File: src/rtl/polyveck_pack_t1_pkg.sv
// Shared Dilithium parameters for the t1 vector packer: vector shape, coefficient
// width, accumulator sizing and the packer FSM encoding.
package polyveck_pack_t1_pkg;

   localparam int K_DEF  = 6;
   localparam int N_DEF  = 256;
   localparam int COEF_W = 10;
   localparam int ACC_W  = 18;
   localparam int FILL_W = 5;

   typedef enum logic [1:0] {
      S_IDLE  = 2'd0,
      S_RUN   = 2'd1,
      S_FLUSH = 2'd2,
      S_DONE  = 2'd3
   } state_t;

   function automatic int pack_bytes(input int k, input int n);
      return (k * n * COEF_W) / 8;
   endfunction

endpackage

File: src/rtl/polyveck_pack_t1_bit_accum_8out.sv
// Bit accumulator: merges 10-bit coefficients LSB-first and emits the low byte;
// a byte pop is applied before a same-cycle merge.
module bit_accum_8out
   import polyveck_pack_t1_pkg::*;
(
   input  logic              clk,
   input  logic              rst,
   input  logic              clear,
   input  logic              load,
   input  logic              pop,
   input  logic [COEF_W-1:0] coef,
   output logic [7:0]        acc_byte,
   output logic [FILL_W-1:0] fill
);

   logic [ACC_W-1:0]  acc_reg, acc_shift, acc_next;
   logic [FILL_W-1:0] fill_reg, fill_shift, fill_next;

   always_comb begin
      acc_shift  = pop ? (acc_reg >> 8) : acc_reg;
      fill_shift = pop ? (fill_reg - FILL_W'(8)) : fill_reg;
      acc_next   = acc_shift;
      fill_next  = fill_shift;
      if (load) begin
         acc_next  = acc_shift | (ACC_W'(coef) << fill_shift);
         fill_next = fill_shift + FILL_W'(COEF_W);
      end
      if (clear) begin
         acc_next  = '0;
         fill_next = '0;
      end
   end

   always_ff @(posedge clk or posedge rst) begin
      if (rst) begin
         acc_reg  <= '0;
         fill_reg <= '0;
      end else begin
         acc_reg  <= acc_next;
         fill_reg <= fill_next;
      end
   end

   assign acc_byte = acc_reg[7:0];
   assign fill     = fill_reg;

endmodule

File: src/rtl/polyveck_pack_t1.sv
// Packs a K x N vector of 10-bit t1 coefficients into a byte stream.
// Optional T1_RANGE_CHECK_EN adds a sticky err output for out-of-range inputs.
module polyveck_pack_t1
   import polyveck_pack_t1_pkg::*;
#(
   parameter int K = K_DEF,
   parameter int N = N_DEF
) (
   input  logic        clk,
   input  logic        rst,
   input  logic        start,
   input  logic [31:0] coef_in,
   input  logic        in_valid,
   output logic        in_ready,
   output logic [7:0]  out_byte,
   output logic        out_valid,
   input  logic        out_ready,
   output logic        busy,
`ifdef T1_RANGE_CHECK_EN
   output logic        err,
`endif
   output logic        done
);

   localparam int TOTAL_COEF  = K * N;
   localparam int TOTAL_BYTES = pack_bytes(K, N);
   localparam int CW          = $clog2(TOTAL_COEF + 1);
   localparam int BW          = $clog2(TOTAL_BYTES + 1);

   state_t            state_reg;
   logic [CW-1:0]     coef_cnt_reg;
   logic [BW-1:0]     byte_cnt_reg;
   logic              busy_reg;
   logic              done_reg;
   logic [FILL_W-1:0] fill;
   logic [7:0]        acc_byte;
   logic              accept;
   logic              xfer;
   logic              clear;

   assign in_ready  = (state_reg == S_RUN) && (fill <= FILL_W'(7)) &&
                      (coef_cnt_reg != CW'(TOTAL_COEF));
   assign out_valid = (fill >= FILL_W'(8));
   assign out_byte  = acc_byte;
   assign busy      = busy_reg;
   assign done      = done_reg;
   assign accept    = in_ready && in_valid;
   assign xfer      = out_valid && out_ready;
   assign clear     = (state_reg == S_IDLE) && start;

   bit_accum_8out u_accum (
      .clk      (clk),
      .rst      (rst),
      .clear    (clear),
      .load     (accept),
      .pop      (xfer),
      .coef     (coef_in[COEF_W-1:0]),
      .acc_byte (acc_byte),
      .fill     (fill)
   );

   always_ff @(posedge clk or posedge rst) begin
      if (rst) begin
         state_reg    <= S_IDLE;
         coef_cnt_reg <= '0;
         byte_cnt_reg <= '0;
         busy_reg     <= 1'b0;
         done_reg     <= 1'b0;
      end else begin
         done_reg <= 1'b0;
         if (xfer)
            byte_cnt_reg <= byte_cnt_reg + BW'(1);
         case (state_reg)
            S_IDLE: begin
               if (start) begin
                  state_reg    <= S_RUN;
                  busy_reg     <= 1'b1;
                  coef_cnt_reg <= '0;
                  byte_cnt_reg <= '0;
               end
            end
            S_RUN: begin
               if (accept) begin
                  coef_cnt_reg <= coef_cnt_reg + CW'(1);
                  if (coef_cnt_reg == CW'(TOTAL_COEF - 1))
                     state_reg <= S_FLUSH;
               end
            end
            S_FLUSH: begin
               // Total bit count is a whole number of bytes, so fill drains to exactly 0.
               if (fill == '0) begin
                  state_reg <= S_DONE;
                  busy_reg  <= 1'b0;
                  done_reg  <= 1'b1;
               end
            end
            S_DONE: begin
               state_reg    <= S_IDLE;
               coef_cnt_reg <= '0;
               byte_cnt_reg <= '0;
            end
            default: state_reg <= S_IDLE;
         endcase
      end
   end

`ifdef T1_RANGE_CHECK_EN
   logic err_reg;

   // Any set bit above bit 9 (including the sign) means the value is outside 0..1023.
   always_ff @(posedge clk or posedge rst) begin
      if (rst)
         err_reg <= 1'b0;
      else if (clear)
         err_reg <= 1'b0;
      else if (accept && (coef_in[31:COEF_W] != '0))
         err_reg <= 1'b1;
   end

   assign err = err_reg;
`else
   logic unused_hi;
   assign unused_hi = ^coef_in[31:COEF_W];
`endif

endmodule
File: config.mk
export PLATFORM = sky130hd
export DESIGN_NAME = polyveck_pack_t1
export DESIGN_NICKNAME = d
export VERILOG_FILES = /design/src/rtl/polyveck_pack_t1_pkg.sv /design/src/rtl/polyveck_pack_t1_bit_accum_8out.sv /design/src/rtl/polyveck_pack_t1.sv
export SDC_FILE = /design/constraint.sdc
export NUM_CORES = 1
export LEC_CHECK = 0
export ABC_AREA = 1
export ABC_CLOCK_PERIOD_IN_PS = 1800
export CORE_MARGIN = 2
export CORE_UTILIZATION = 24
export DETAILED_ROUTE_END_ITERATION = 10
export GPL_TIMING_DRIVEN = 1
export SYNTH_ARGS = -nofsm -noshare
export SYNTH_HDL_FRONTEND = slang
export SYNTH_HIERARCHICAL = 1
export SYNTH_SLANG_ARGS = --single-unit
File: constraint.sdc
create_clock -name clk -period 1.8 [get_ports clk]
set_clock_uncertainty 0.05 [all_clocks]
set_input_delay 0.18 -clock clk [delete_from_list [all_inputs] [get_ports clk]]
set_output_delay 0.18 -clock clk [all_outputs]
set_load 0.01 [all_outputs]
Word-level counts from Yosys, hierarchy flattened
Cells that the tools add are included.
{"block": "totals", "ff_bits": 38, "input_bits": 37, "output_inout_bits": 12, "wordCells": 53}
{"block": "op_classes", "addsub": 3, "magnitude_cmp": 2, "eq_ne": 9, "shifts": 1, "muxes": 19, "bitwise_logic": 1, "n_reduce_logical": 12}
{"operator": "$mux W18", "count": 3}
{"operator": "$pmux W11 S3", "count": 1}
{"operator": "$mux W11", "count": 2}
{"operator": "$or A18 B18 Y18", "count": 1}
{"operator": "$shl A10 B5 Y18", "count": 1}
{"operator": "$mux W5", "count": 3}
{"operator": "$add A11 B1 Y11 const B", "count": 1}
{"operator": "$eq A11 B11 Y1 const B", "count": 1}
{"operator": "$ne A11 B11 Y1 const B", "count": 1}
{"operator": "$mux W2", "count": 4}
{"operator": "$pmux W2 S4", "count": 1}
{"operator": "$ne A2 B2 Y1 const B", "count": 3}
{"operator": "$reduce_and A3 Y1", "count": 2}
{"operator": "$add A5 B4 Y5 const B", "count": 1}
{"operator": "$ge A5 B4 Y1 const B", "count": 1}
{"operator": "$le A5 B3 Y1 const B", "count": 1}
{"operator": "$logic_and A1 B1 Y1", "count": 5}
{"operator": "$logic_not A5 Y1", "count": 1}
{"operator": "$sub A5 B4 Y5 const B", "count": 1}
{"operator": "$eq A2 B2 Y1 const B", "count": 2}
{"operator": "$mux W1", "count": 4}
{"operator": "$reduce_and A4 Y1", "count": 1}
{"operator": "$reduce_bool A3 Y1", "count": 1}
{"operator": "$eq A2 B1 Y1 const B", "count": 1}
{"operator": "other kinds (4)", "count": 4}

Longest topological paths before layout
{"block": "depth", "ltp_word": 7, "mapped_depth": 11, "ltp_nobuf": 11}

Modules after synthesis
Netlist, hierarchy kept.
{"module": "bit_accum_8out", "instances": 1, "cells_per_inst": 214, "area_each_um2": 1486.4, "seq_area_each_um2": 550.5}
{"module": "polyveck_pack_t1", "instances": 1, "cells_per_inst": 175, "area_each_um2": 1153.6, "seq_area_each_um2": 375.4}

Least setup slack after synthesis
No wires, ideal clock.
{"block": "synth_path", "path_type": "register -> register", "from": "reg state_reg[1]", "to": "reg u_accum.acc_reg[10]", "setup_ps": 78, "arrival_time_ps": 1546, "slack_ps": 126, "stages_incl_launch_ff": 11, "period_less_slack_ps": 1674, "cell_sequence": "dfrtp_1 -> inv_1 -> ha_1 -> inv_1 -> nor2_2 -> nand3_2 -> inv_1 -> inv_1 -> nor2_8 -> nand3_1 -> a21oi_1"}
{"block": "synth_between", "elab_chain_cells": 6, "word_cells_on_any_way": 8}
{"element": "from (decl)", "line": "polyveck_pack_t1.sv:30", "source": "state_t state_reg;"}
{"element": "from (signal assigned)", "line": "polyveck_pack_t1.sv:64", "source": "state_reg <= S_IDLE;"}
{"element": "from (signal assigned)", "line": "polyveck_pack_t1.sv:76", "source": "state_reg <= S_RUN;"}
{"element": "from (signal assigned)", "line": "polyveck_pack_t1.sv:86", "source": "state_reg <= S_FLUSH;"}
{"element": "$eq A2 B1 Y1", "line": "polyveck_pack_t1.sv:41", "source": "assign in_ready = (state_reg == S_RUN) && (fill <= FILL_W'(7)) &&"}
{"element": "$logic_and A1 B1 Y1 (2 in a row)", "line": "polyveck_pack_t1.sv:41"}
{"element": "$logic_and A1 B1 Y1", "line": "polyveck_pack_t1.sv:47", "source": "assign accept = in_ready && in_valid;"}
{"element": "net accept", "line": "polyveck_pack_t1.sv:37", "source": "logic accept;"}
{"element": "$mux W18", "line": "polyveck_pack_t1_bit_accum_8out.sv:24", "source": "if (load) begin"}
{"element": "$mux W18", "line": "polyveck_pack_t1_bit_accum_8out.sv:28", "source": "if (clear) begin"}
{"element": "net u_accum.acc_next[10]", "line": "polyveck_pack_t1_bit_accum_8out.sv:16", "source": "logic [ACC_W-1:0] acc_reg, acc_shift, acc_next;"}
{"element": "to (signal assigned)", "line": "polyveck_pack_t1_bit_accum_8out.sv:39", "source": "acc_reg <= acc_next;"}
{"element": "to (decl)", "line": "polyveck_pack_t1_bit_accum_8out.sv:16"}
The timed path passes the listed nets, and every way through them passes these cells.
A chain may end at the register's enable or synchronous reset.

Final worst setup path
{"block": "layout_path", "from": "reg coef_cnt_reg[7]", "to": "out in_ready"}
{"block": "layout_between", "elab_chain_cells": 2}
{"element": "from (decl)", "line": "polyveck_pack_t1.sv:31", "source": "logic [CW-1:0] coef_cnt_reg;"}
{"element": "from (signal assigned)", "line": "polyveck_pack_t1.sv:84", "source": "coef_cnt_reg <= coef_cnt_reg + CW'(1);"}
{"element": "$ne A11 B11 Y1", "line": "polyveck_pack_t1.sv:42", "source": "(coef_cnt_reg != CW'(TOTAL_COEF));"}
{"element": "$logic_and A1 B1 Y1", "line": "polyveck_pack_t1.sv:41"}
{"element": "to (decl)", "line": "polyveck_pack_t1.sv:14", "source": "output logic in_ready,"}
Every way passes these cells.

==> flow_metrics.py <==
metrics = {
    "run_status": {
        "status": "completed",
    },
    "placement": {
        "place.gp.congestion": 0.8689,
        "place_ws_ns": -0.06551,
        "dp_cells": 560,
        "dp_hpwl_um": 4881,
        "io_buffers": 26,
    },
    "cells_and_area": {
        "fillerInstances": 1159,
        "drive_gt1_share_pct": 16.20,
        "area_delta_synth_final_pct": 24.60,
        "diodes": 0,
        "nNetsFinal": 475,
        "layoutNonFillerInstCount": 572,
        "largest_register_ffs": 18,
    },
    "setup_path": {
        "worst_path_largest_cell_delay_ns": 0.42,
        "crit_chain": "inv_1 > nand2_1 > nor2_2 > nand3_2 > and2_1 > clkdlybuf4s15_1",
        "r2r_cells": 9,
        "crit_path_end": "in_ready",
        "r2r_end": "u_accum/acc_reg[3]",
        "worstPathMaxFanout": 4,
        "cp-end-kind": "primary output",
        "cp_slowest_cell": "dfrtp_1",
        "critical_path_class": "reg2out",
        "setup.worst_path.start_class": "flip-flop",
        "crit_required_ns": 1.57,
        "critPathLaunch": "coef_cnt_reg[7]",
        "r2r_start": "u_accum/fill[4]",
        "rrSetupSlack_ns": 0.14,
        "arrival_ns": 1.46,
    },
    "cts": {
        "cts.sink_count": 37,
        "cts_root_buf": "clkbuf_8",
        "clock_path_buffers": 2,
        "cts_tree": "built",
        "h-tree-depth": 2,
        "clock_latency_ns": 0.30,
        "hold_buffers": 0,
        "cts_buffers": 5,
        "clk_pin_slew_ns": 0.08,
    },
    "grt": {
        "grt_max_degree": 23,
        "grt_pass1_vias": 2460,
        "antenna_found_initial": 0,
        "grt_overflow": 0,
        "grt_util_all_layers_pct": 12.08,
        "grt_pass1_wl_um": 11360,
    },
    "yosys": {
        "synth_area_leaders": "dfrtp_1, nand2_1, nand3_1",
        "syn_avg_cell_area_um2": 6.787,
        "synth_top_area_share_pct": 35.07,
        "synth_ff_type": "dfrtp_1",
        "synth_adder_area_share_pct": 3.318,
        "yosys_warnings": 6,
        "yosysMostFrequentCell": "nand2_1",
        "synthMuxAreaShare_pct": 1.517,
        "syn_area_um2": 2640,
        "syn_inst": 389,
        "syn_nets": 433,
        "synth-seq-cells": 37,
        "async_flop_share_pct": 100.0,
        "synth-simple-area-share_pct": 41.04,
        "synth_top_family_by_area": "simple AND/OR/NAND/NOR gates",
        "synth_compound_area_share_pct": 6.635,
        "synthDistinctLibCells": 31,
        "synth_edf_count": 0,
        "synth_largest_area_cell": "dfrtp_1",
        "synth_common_cells": "nand2_1, nand3_1, dfrtp_1",
        "synthXorXnorAreaFrac_pct": 0.6635,
        "yosysSeqAreaShare_pct": 35.07,
    },
    "floorplan": {
        "dieHeight_um": 108.9,
        "io_pins": 49,
        "std_cell_rows": 38,
        "die_area_um2": 11850,
        "start_util_pct": 24.46,
        "coreArea_um2": 10790,
        "die_w_um": 108.9,
    },
    "detailed_routing": {
        "drt_wl_total_um": 6510,
        "wire_per_inst_um": 11.38,
        "postRouteAntennaNets": 0,
        "drt-pass1-iter-count": 4,
        "vias": 2535,
        "viasPerCell": 4.432,
        "drc": 0,
        "drt-initial-drc-count": 178,
    },
    "sta": {
        "finalCritPeriodShare_pct": 94.07,
        "finalSetupTns_ns": 0,
        "finalMaxSlewViolations": 0,
        "worst_slack_ns": 0.1067,
        "rsz0062_at_grt": "yes",
        "setup_viol": 0,
        "hold_viol": 0,
        "fmax_mhz": 590.6,
        "min_period_ns": 1.693,
    },
    "pwr": {
        "powerDensity_nw_per_um2": 1315,
        "p_total_mw": 4.325,
        "p_int_mw": 2.417,
        "netSwitchingPower_mw": 1.908,
        "swShare_pct": 44.12,
        "p_leak_nw": 1.636,
        "pwr-share-seq_pct": 27.2,
        "p_comb_share_pct": 57.3,
        "power_frac_clock_pct": 15.6,
        "peakVddDrop_mv": 0.4552,
    },
    "worst_hold_path": {
        "worstHoldPathType": "in2async",
    },
    "flow_run": {
        "cap_violations": 0,
    },
}
cells in the final DEF, fill, tap and decap left out, types with 7 or more instances in the layout:
cell               n
dfrtp_1           37
nand2_1          135
buf_4             33
nand3_1           41
a21oi_1           16
inv_2              9
nor2_1            32
clkdlybuf4s50_1   24
inv_1             30
o21ai_0            7
clkbuf_8           7
nand4_1           16
worst max-delay path: cells and delay by family, from the launching register on:
family	cells	cell delay, ns
buffers and inverters	2	0.31
flip-flops	1	0.42
AND/OR/NAND/NOR	4	0.42
layout make-up:
class	instances	area, um2	share of cell area (%)
Clock buffer	7	96.34	2.929
Clock inverter	1	5.005	0.1521
Inverter	39	146.4	4.450
Multi-Input combinational cell	289	1430	43.48
Sequential cell	37	925.9	28.15
Tap cell	140	175.2	5.325
Timing Repair Buffer	59	510.5	15.52
how the worst min path moves through the flow:
stage                       to  slack [ns]  depth (start not counted)
after floorplan           busy        0.03                          1
after global placement    busy        0.42                          2
after detailed placement  done        0.44                          2
after CTS                 done        0.11                          2
after global routing      done        0.13                          2
final                     done        0.10                          2
through the flow:
stage | hold slack (ns) | utilization (%) | area (um2)
after floorplan | 0.03148 | - | 2640
after global placement | 0.4244 | 29.03 | 3133
after detailed placement | 0.4370 | 29.03 | 3133
after CTS | 0.1142 | 29.98 | 3236
after global routing | 0.1304 | 30.48 | 3289
final | 0.1049 | 30.48 | 3289
power groups by stage:
stage / Sequential, mW / Clock (mW) / Combinational (mW)
2_1_floorplan: 1.18 / 0 / 1.74
3_3_place_gp: 1.17 / 0 / 2.43
3_5_place_dp: 1.18 / 0 / 2.47
4_1_cts: 1.16 / 0.691 / 2.48
5_1_grt: 1.21 / 0.725 / 2.81
6_report: 1.17 / 0.673 / 2.48
metal layers:
metal,global-route usage (%),up-vias,wire [um]
met5,0,-,0
met4,4.487,0,150
met3,2.451,12,222
met2,19.34,41,3078
met1,16.02,1165,3058
li1,-,1317,-
repair_timing:
action | CTS | global route
gates resized for setup | 2 | 9
pin swaps | 0 | 7
buffers inserted | 0 | 4
endpoints found under the setup margin | 1 | 23
logic make-up after synthesis:
logic type               after synthesis
AND/OR/NAND/NOR                      244
XOR/XNOR                               2
other                                  1
buffers and inverters                 63
flip-flops                            37
adder cells (fa/ha/maj)                7
AO/OA/AOI/OAI                         31
multiplexers                           4
No activity file was read; power rests on OpenSTA's default activity.
